--- src/rtl/inst_fetch_pkg.sv ---
// Shared widths, constants and FSM encoding for the instruction-fetch stage.
package inst_fetch_pkg;

    localparam int unsigned InstAddrBus = 32;
    localparam int unsigned InstBus     = 32;

    localparam logic                   ChipEnable  = 1'b1;
    localparam logic                   ChipDisable = 1'b0;
    localparam logic [InstAddrBus-1:0] ZeroWord    = 32'h0000_0000;
    localparam logic [InstBus-1:0]     NopInst     = 32'h0000_0013;

    typedef enum logic {
        FetchBoot = 1'b0,
        FetchRun  = 1'b1
    } fetch_state_e;

    function automatic logic [InstAddrBus-1:0] word_align(input logic [InstAddrBus-1:0] addr);
        return addr & ~32'h0000_0003;
    endfunction

endpackage

--- src/rtl/if_id_reg.sv ---
// IF/ID pipeline register: load a fetched instruction, hold it, or insert a bubble.
module if_id_reg
    import inst_fetch_pkg::*;
(
    input  logic                   clk,
    input  logic                   rst_n,
    input  logic                   load_i,
    input  logic                   bubble_i,
    input  logic [InstAddrBus-1:0] pc_i,
    input  logic [InstBus-1:0]     inst_i,
    output logic [InstAddrBus-1:0] id_pc_o,
    output logic [InstBus-1:0]     id_inst_o,
    output logic                   id_valid_o
);

    logic [InstAddrBus-1:0] id_pc_q, id_pc_d;
    logic [InstBus-1:0]     id_inst_q, id_inst_d;
    logic                   id_valid_q, id_valid_d;

    // Bubble wins over load; neither means hold.
    always_comb begin
        id_pc_d    = id_pc_q;
        id_inst_d  = id_inst_q;
        id_valid_d = id_valid_q;
        if (bubble_i) begin
            id_pc_d    = ZeroWord;
            id_inst_d  = NopInst;
            id_valid_d = 1'b0;
        end else if (load_i) begin
            id_pc_d    = pc_i;
            id_inst_d  = inst_i;
            id_valid_d = 1'b1;
        end
    end

    always_ff @(posedge clk or negedge rst_n) begin
        if (!rst_n) begin
            id_pc_q    <= ZeroWord;
            id_inst_q  <= NopInst;
            id_valid_q <= 1'b0;
        end else begin
            id_pc_q    <= id_pc_d;
            id_inst_q  <= id_inst_d;
            id_valid_q <= id_valid_d;
        end
    end

    assign id_pc_o    = id_pc_q;
    assign id_inst_o  = id_inst_q;
    assign id_valid_o = id_valid_q;

endmodule

--- src/rtl/inst_fetch.sv ---
// Instruction-fetch stage: PC, boot FSM, deferred-branch capture and the IF/ID register.
module inst_fetch
    import inst_fetch_pkg::*;
#(
    parameter logic [InstAddrBus-1:0] RESET_PC = 32'h0000_0000
) (
    input  logic                   clk,
    input  logic                   rst_n,
    input  logic                   stall_i,
    input  logic                   flush_i,
    input  logic [InstAddrBus-1:0] new_pc_i,
    input  logic                   branch_flag_i,
    input  logic [InstAddrBus-1:0] branch_target_i,
    output logic                   rom_ce_o,
    output logic [InstAddrBus-1:0] rom_addr_o,
    input  logic [InstBus-1:0]     rom_inst_i,
    output logic [InstAddrBus-1:0] id_pc_o,
    output logic [InstBus-1:0]     id_inst_o,
    output logic                   id_valid_o
);

    fetch_state_e           state_q, state_d;
    logic [InstAddrBus-1:0] pc_q, pc_d;
    logic                   pend_q, pend_d;
    logic [InstAddrBus-1:0] pend_tgt_q, pend_tgt_d;
    logic                   id_load, id_bubble;

    always_comb begin
        state_d    = state_q;
        pc_d       = pc_q;
        pend_d     = pend_q;
        pend_tgt_d = pend_tgt_q;
        id_load    = 1'b0;
        id_bubble  = 1'b0;
        unique case (state_q)
            FetchBoot: state_d = FetchRun;
            FetchRun: begin
                if (flush_i) begin
                    pc_d      = word_align(new_pc_i);
                    id_bubble = 1'b1;
                    pend_d    = 1'b0;
                end else if (stall_i) begin
                    // Remember a branch resolved during the stall; replay it on release.
                    if (branch_flag_i) begin
                        pend_d     = 1'b1;
                        pend_tgt_d = word_align(branch_target_i);
                    end
                end else if (pend_q) begin
                    pc_d      = pend_tgt_q;
                    id_bubble = 1'b1;
                    pend_d    = 1'b0;
                end else if (branch_flag_i) begin
                    pc_d      = word_align(branch_target_i);
                    id_bubble = 1'b1;
                end else begin
                    pc_d    = pc_q + 32'd4;
                    id_load = 1'b1;
                end
            end
        endcase
    end

    always_ff @(posedge clk or negedge rst_n) begin
        if (!rst_n) begin
            state_q    <= FetchBoot;
            pc_q       <= RESET_PC;
            pend_q     <= 1'b0;
            pend_tgt_q <= ZeroWord;
        end else begin
            state_q    <= state_d;
            pc_q       <= pc_d;
            pend_q     <= pend_d;
            pend_tgt_q <= pend_tgt_d;
        end
    end

    assign rom_ce_o   = (state_q == FetchRun) ? ChipEnable : ChipDisable;
    assign rom_addr_o = pc_q;

    if_id_reg u_if_id_reg (
        .clk        (clk),
        .rst_n      (rst_n),
        .load_i     (id_load),
        .bubble_i   (id_bubble),
        .pc_i       (pc_q),
        .inst_i     (rom_inst_i),
        .id_pc_o    (id_pc_o),
        .id_inst_o  (id_inst_o),
        .id_valid_o (id_valid_o)
    );

endmodule

--- config.mk ---
export PLATFORM = sky130hd
export DESIGN_NAME = inst_fetch
export DESIGN_NICKNAME = d
export VERILOG_FILES = /design/src/rtl/inst_fetch_pkg.sv /design/src/rtl/if_id_reg.sv /design/src/rtl/inst_fetch.sv
export SDC_FILE = /design/constraint.sdc
export NUM_CORES = 1
export LEC_CHECK = 0
export BUFFER_PORTS_ARGS = -buffer_cell sky130_fd_sc_hd__buf_2
export CORE_MARGIN = 2
export CORE_UTILIZATION = 44
export CTS_CLUSTER_SIZE = 28
export DETAILED_ROUTE_END_ITERATION = 10
export PLACE_DENSITY = 0.71
export SLEW_MARGIN = 30
export SYNTH_ARGS = -nofsm -noshare
export SYNTH_HDL_FRONTEND = slang
export SYNTH_SLANG_ARGS = --single-unit
--- constraint.sdc ---
create_clock -name clk -period 1.9 [get_ports clk]
set_input_delay 0.38 -clock clk [delete_from_list [all_inputs] [get_ports clk]]
set_output_delay 0.38 -clock clk [all_outputs]
set_load 0.005 [all_outputs]
==> qor.yml, run 1 <==
violations: "setup timing"
multi_input_area_mm2: 0.00280
clock_latency_ns: 0.42
rows: 42
synth_top_area_share_pct: 50.6
numPortBuffers: 192
setup_slack_ns: -0.0466
cp.required_ns: 2.24
slew_viol_final: 0
synth_edf_count: 0
clock.fmax_ghz: 0.514
crit_path_start_kind: "flip-flop"
p_sw_w: 0.00242
wirelength_um: 19400
path_depth: 8
p_comb_share_pct: 20.8
fin_crit_ns: 1.95
rrSetupSlack_ns: -0.05
seqCellArea_mm2: 0.00316
route.detailed.drc: 0
cp-startpoint: "rom_addr_o[2]$_DFFE_PN0P_"
wl_per_cell_um: 19.6
htreeDepth: 4
gp_congestion: 0.930
synth_area_mm2: 0.00608
critPathMaxFanout: 4
grt_usage_pct: 26.5
whs_path_depth: 2
vias: 5776
grt_pass1_wl_um: 29700
drtPass1Iterations: 5
end_kind: "flip-flop"
cts_tree: "done"
p_seq_share_pct: 40.3
worstSetupEndpoint: "rom_addr_o[20]$_DFFE_PN0P_"
run_status: "complete, but fails checks"
yosysTopAreaCell: "dfrtp_1"
area_growth_pct: 37.4
leakagePower_nw: 4.05
critPathTopFamily: "simple AND/OR/NAND/NOR gates"
die_w_um: 122
clk_pin_slew_worst_paths_ns: 0.06
slew_headroom_pct: 52.2
seq_area_frac_synth_pct: 51.9
stdcell_count: 987
finalSetupViolations: 2
rsz0062_at_grt: "true"
core-area_mm2: 0.0133
synth_warnings: 0
overflow: 0
reg2reg_depth: 8
crit_chain: "ha_2 -> nand4_1 -> buf_6 -> or4_4 -> buf_6 -> nor3_1 -> o31ai_2 -> o21ai_1"
maxCapViolations: 0
reg2reg_to: "rom_addr_o[20]$_DFFE_PN0P_"
finalHoldViolCount: 0
detail-route-antenna-nets: 0
synthArstFlopShare_pct: 100
worst-setup-path-type: "flip-flop to flip-flop"
synthTopCellsByArea: "dfrtp_1 (51%), a22o_1 (8.4%), mux2_2 (5.6%)"
vias_per_cell: 5.85
ys_types: 66
crit_top_cell: "buf_6"
drtIter0Drc: 573
reg2reg_from: "rom_addr_o[2]$_DFFE_PN0P_"
cts_made_buffers: 17
ys.flop_type: "dfrtp_1"
die_y_um: 122
cts-root-buf: "clkbuf_16"
cts_buffer_depth: 2
skew_ns: 0.00626
fillCellCount: 1090
n_antenna_cell: 0
critPathSlowestCell: "or4_4"
die-area_mm2: 0.0148
grt_pass1_vias: 5435
fin_crit_sh_pct: 102
cts_sinks: 126
hp-class: "input pin to flip-flop"
grt_max_degree: 58
initial_core_util_pct: 45.6
syn_inst: 567
tightest_slew_ns: 0.714
dp_cells: 947
fin_area_mm2: 0.00835
worst_ir_drop_vdd_uv: 629
hpwl_um: 14000
avgSynthCellArea_um2: 10.7
ys_seq_elements: 126
cp_num_buf_inv: 2
cp.arrival_ns: 2.28
placed_area_mm2: 0.00762
switching_share_pct: 29.4
drive_gt1_share_pct: 43.3
internal-power_w: 0.00581
antenna_found_initial: 0
final_nets: 900
ios: 199
clkPwrFrac_pct: 38.9
power_density_mw_per_mm2: 985
max_stage_delay_ns: 0.43
## worst min-delay path by stage
stage	slack [ns]	endpoint	start
floorplan	0.08	pend_q$_DFFE_PN0P_	rst_n
global placement	0.37	u_if_id_reg.id_inst_o[29]$_DFFE_PN0P_	rst_n
detailed placement	0.38	u_if_id_reg.id_inst_o[29]$_DFFE_PN0P_	rst_n
CTS	0.15	u_if_id_reg.id_inst_o[1]$_DFFE_PN1P_	rom_inst_i[1]
global route	0.16	u_if_id_reg.id_inst_o[4]$_DFFE_PN1P_	rom_inst_i[4]
finish	0.17	u_if_id_reg.id_inst_o[1]$_DFFE_PN1P_	rom_inst_i[1]
## sequential cells by signal (all words and copies together) (netlist names)
signal and count:
pend_q 1, u_if_id_reg.id_valid_o 1, u_if_id_reg.id_inst_o 32, state_q 1
rom_addr_o 30, u_if_id_reg.id_pc_o 31, pend_tgt_q 30
## synth_stat cells, drive strengths merged, types with 3 or more instances
cell,number
nor4,3
a22o,58
nand4,11
nor2,31
a21oi,17
o31ai,8
nand3,23
dfrtp,123
mux2,30
o21a,3
mux2i,5
o22a,4
nand2,43
dfstp,3
a21o,3
o21ai,30
nor2b,6
a221oi,14
buf,17
nor3b,4
clkbuf,30
nand2b,12
a221o,6
and3,4
nor3,12
o211ai,7
xnor2,3
inv,3
or3,4
o311ai,3
or4,3
o22ai,7
a32o,4
a31oi,5
## stage by stage
stage               hold slack [ns]  total power, W  util (%)  TNS [ns]  worst slack [ns]
CTS                           0.152         0.00822      61.8  -0.00206          -0.00206
floorplan                    0.0844         0.00411         -         0            0.0509
detailed placement            0.380         0.00499      57.1   -0.0912           -0.0813
global route                  0.162         0.00861      62.6    -0.398            -0.143
global placement              0.368         0.00494      57.1     -2.54            -0.223
finish                        0.167         0.00823      62.6   -0.0476           -0.0466
## area by class of cell
type | instances | share of cell area [%]
flip-flops and latches | 126 | 37.8
multi-input cells | 390 | 33.5
repair buffers | 258 | 18.8
clock buffers | 17 | 5.09
well taps | 176 | 2.64
clock inverters | 15 | 1.93
inverters | 5 | 0.225
## metal layers
| layer | track usage (%) | wire [um] | part of all wire (%) | vias to the layer above |
|---|---|---|---|---|
| met5 | 0 | 0 | 0 | - |
| met4 | 10.2 | 405 | 2.1 | 0 |
| met3 | 6.04 | 1610 | 8.3 | 30 |
| met2 | 39.6 | 8730 | 45 | 308 |
| met1 | 37.9 | 8630 | 45 | 2813 |
| li1 | - | - | - | 2625 |
## cells in the final DEF (no fill, tap or decap), types with 4 or more instances in the layout
cell type	count
nand4_1	9
nand2_1	40
nand3_1	21
nand2b_1	12
a31oi_1	5
o22ai_1	7
buf_4	55
nor2_1	29
a221o_1	6
dfrtp_1	120
clkbuf_16	17
a22o_1	58
o22a_1	4
nor2b_1	5
clkinvlp_4	4
a21oi_1	17
and3_1	4
o31ai_1	6
a221oi_1	14
a32o_1	4
buf_2	191
buf_12	8
mux2i_1	5
nor3_1	10
inv_6	4
mux2_2	30
o211ai_1	7
o21ai_0	29
## repair_timing
| action | 4_1_cts | 5_1_grt |
|---|---|---|
| setup endpoints to repair | 3 | 8 |
| resized for setup | 3 | 17 |
| buffers inserted | 3 | 4 |
| pin swaps | 1 | 7 |
| hold buffers | 1 | 0 |
| hold endpoints to repair | 28 | 0 |
## power by group through the flow
stage	Clock, W	Sequential (W)	Combinational [W]
after floorplan	0	0.00335	0.000756
after global placement	0	0.00333	0.00161
after detailed placement	0	0.00334	0.00165
after CTS	0.00325	0.00330	0.00167
after global routing	0.00340	0.00336	0.00186
final	0.00320	0.00332	0.00171
## cells by family after synthesis
family,share of synthesized area [%]
AOI/OAI and AO/OA,22.6
adders and majority gates,0.206
xor gates and xnor gates,0.720
other,0.123
DFF,51.9
muxes,6.38
buffers and inverters,3.58
and+or+nand+nor,14.5
## worst reg2reg max path, stage by stage, from the launching register on
cell and delay [ns]:
dfrtp_1 0.38, ha_2 0.21, nand4_1 0.12, buf_6 0.16, or4_4 0.43, buf_6 0.14
nor3_1 0.21, o31ai_2 0.09, o21ai_1 0.12
Note: power is estimated with default switching activity, not from simulation.
==> inputs of run 2 (changes only) <==
--- a/config.mk
+++ b/config.mk
@@ -10,7 +10,7 @@
 export CORE_UTILIZATION = 44
 export CTS_CLUSTER_SIZE = 28
 export DETAILED_ROUTE_END_ITERATION = 10
-export PLACE_DENSITY = 0.71
+export PLACE_DENSITY = 0.68
 export SLEW_MARGIN = 30
 export SYNTH_ARGS = -nofsm -noshare
 export SYNTH_HDL_FRONTEND = slang
==> constraint.sdc (replaced) <==
create_clock -name clk -period 2.5 [get_ports clk]
set_input_delay 0.5 -clock clk [delete_from_list [all_inputs] [get_ports clk]]
set_output_delay 0.5 -clock clk [all_outputs]
set_load 0.005 [all_outputs]
==> qor.yml, run 2 (synthesis results as in run 1) <==
run_status: "completed"
cp.arrival_ns: 2.48
fin_crit_sh_pct: 87.5
crit_path_start_kind: "flip-flop"
critPathSlowestCell: "or4_4"
area_growth_pct: 29.9
fin_crit_ns: 2.19
slew_headroom_pct: 59.1
reg2reg_from: "rom_addr_o[2]$_DFFE_PN0P_"
worstSetupEndpoint: "rom_addr_o[20]$_DFFE_PN0P_"
hpwl_um: 13000
htreeDepth: 4
cts-root-buf: "clkbuf_16"
end_kind: "flip-flop"
cts_buffer_depth: 2
wl_per_cell_um: 19.1
tightest_slew_ns: 0.613
max_stage_delay_ns: 0.59
p_comb_share_pct: 17.1
finalHoldViolCount: 0
power_density_mw_per_mm2: 782
post_cts_buffers: 0
clock.fmax_ghz: 0.457
cts_tree: "done"
ios: 199
worst-setup-path-type: "flip-flop to flip-flop"
final.setup.tns_ns: 0
grt_pass1_vias: 5248
detail-route-antenna-nets: 0
n_antenna_cell: 0
vias_per_cell: 5.85
cp-startpoint: "rom_addr_o[2]$_DFFE_PN0P_"
skew_ns: 0.00955
die_w_um: 122
cp.required_ns: 2.80
initial_core_util_pct: 45.6
wirelength_um: 18000
largest_reg_flops: 32
stdcell_count: 943
final_common_cell: "buf_2"
hp-class: "input pin to async pin"
switching_share_pct: 28.2
final_cell_mix: "buf_2 (191), dfrtp_1 (123), a22o_1 (58)"
route.detailed.drc: 0
fillCellCount: 1148
rows: 42
final_nets: 856
core-area_mm2: 0.0133
clkPwrFrac_pct: 41.1
leakagePower_nw: 3.80
overflow: 0
drtPass1Iterations: 5
holdBufCountCts: 0
dp_cells: 911
p_sw_w: 0.00174
clk_pin_slew_worst_paths_ns: 0.06
drive_gt1_share_pct: 38.3
rrSetupSlack_ns: 0.31
cts_made_buffers: 17
cts_sinks: 126
vias: 5517
antenna_found_initial: 0
numPortBuffers: 192
finalSetupViolations: 0
gp_congestion: 0.888
timing.hold.ws_ns: 0.0925
reg2reg_to: "rom_addr_o[20]$_DFFE_PN0P_"
grt_max_degree: 58
grt_pass1_wl_um: 28000
clock_latency_ns: 0.43
die-area_mm2: 0.0148
internal-power_w: 0.00444
slew_viol_final: 0
p_seq_share_pct: 41.8
drtIter0Drc: 559
maxCapViolations: 0
grt_usage_pct: 24.6
die_y_um: 122
crit_chain: "ha_1 -> nand4_1 -> or4_4 -> o21a_1 -> o31ai_1 -> o21ai_1"
reg2reg_depth: 6
worst_ir_drop_vdd_uv: 388
rsz0062_at_grt: "false"
critPathMaxFanout: 7
cts.repair.resized: 0
[run 2: cell count changes in the layout (fill, tap and decap cells not counted), moves of 3 or more]
cell / delta
buf_4: -35
buf_6: -3
dfrtp_1: +3
buf_12: -5
dfrtp_2: -3
[run 2: per-layer routing]
metal	vias to the layer above	wire length (um)	track usage, %
li1	2529	-	-
met1	2699	8230	35.2
met2	259	8150	36.8
met3	30	1340	6.41
met4	0	316	7.97
met5	-	0	0
[run 2: per-stage QoR]
step	instance area (um2)	power, W	setup WS (ns)	util [%]
after floorplan	6090	0.00312	0.570	-
after global placement	7290	0.00362	0.355	54.6
after detailed placement	7290	0.00367	0.319	54.6
after CTS	7900	0.00621	0.327	59.2
after global routing	7900	0.00648	0.159	59.2
final	7900	0.00618	0.313	59.2
[run 2: area by class of cell]
| type | instances | area (um2) | share of cell area [%] |
|---|---|---|---|
| Multi-Input combinational cell | 390 | 2720 | 34.5 |
| Inverter | 5 | 18.8 | 0.238 |
| Clock inverter | 13 | 163 | 2.06 |
| Sequential cell | 126 | 3160 | 40.0 |
| Timing Repair Buffer | 214 | 1170 | 14.8 |
| Tap cell | 176 | 220 | 2.79 |
| Clock buffer | 19 | 453 | 5.73 |
[run 2: worst min-delay path by stage]
| stage | from | to | slack, ns | depth (start not counted) |
|---|---|---|---|---|
| 5_1_grt | rst_n | u_if_id_reg.id_inst_o[27]$_DFFE_PN0P_ | 0.11 | 1 |
| 6_report | rst_n | u_if_id_reg.id_inst_o[27]$_DFFE_PN0P_ | 0.09 | 1 |
| 4_1_cts | rst_n | u_if_id_reg.id_inst_o[27]$_DFFE_PN0P_ | 0.09 | 1 |
| 3_3_place_gp | u_if_id_reg.id_valid_o$_DFFE_PN0P_ | u_if_id_reg.id_valid_o$_DFFE_PN0P_ | 0.45 | 2 |
| 2_1_floorplan | rst_n | pend_q$_DFFE_PN0P_ | 0.20 | 0 |
| 3_5_place_dp | u_if_id_reg.id_valid_o$_DFFE_PN0P_ | u_if_id_reg.id_valid_o$_DFFE_PN0P_ | 0.47 | 2 |
[run 2: power by group through the flow]
stage	clock (W)	sequential [W]	combinational, W
CTS	0.00258	0.00258	0.00106
global route	0.00270	0.00262	0.00116
detailed placement	0	0.00261	0.00106
floorplan	0	0.00255	0.000574
global placement	0	0.00259	0.00103
finish	0.00254	0.00258	0.00106
[run 2: critical path: cells and delay by family (launching register included)]
family                   cells  cell delay, ns
AND/OR/NAND/NOR              2            0.85
AO/OA/AOI/OAI                3            0.46
adder cells (fa/ha/maj)      1            0.27
flip-flops                   1            0.47
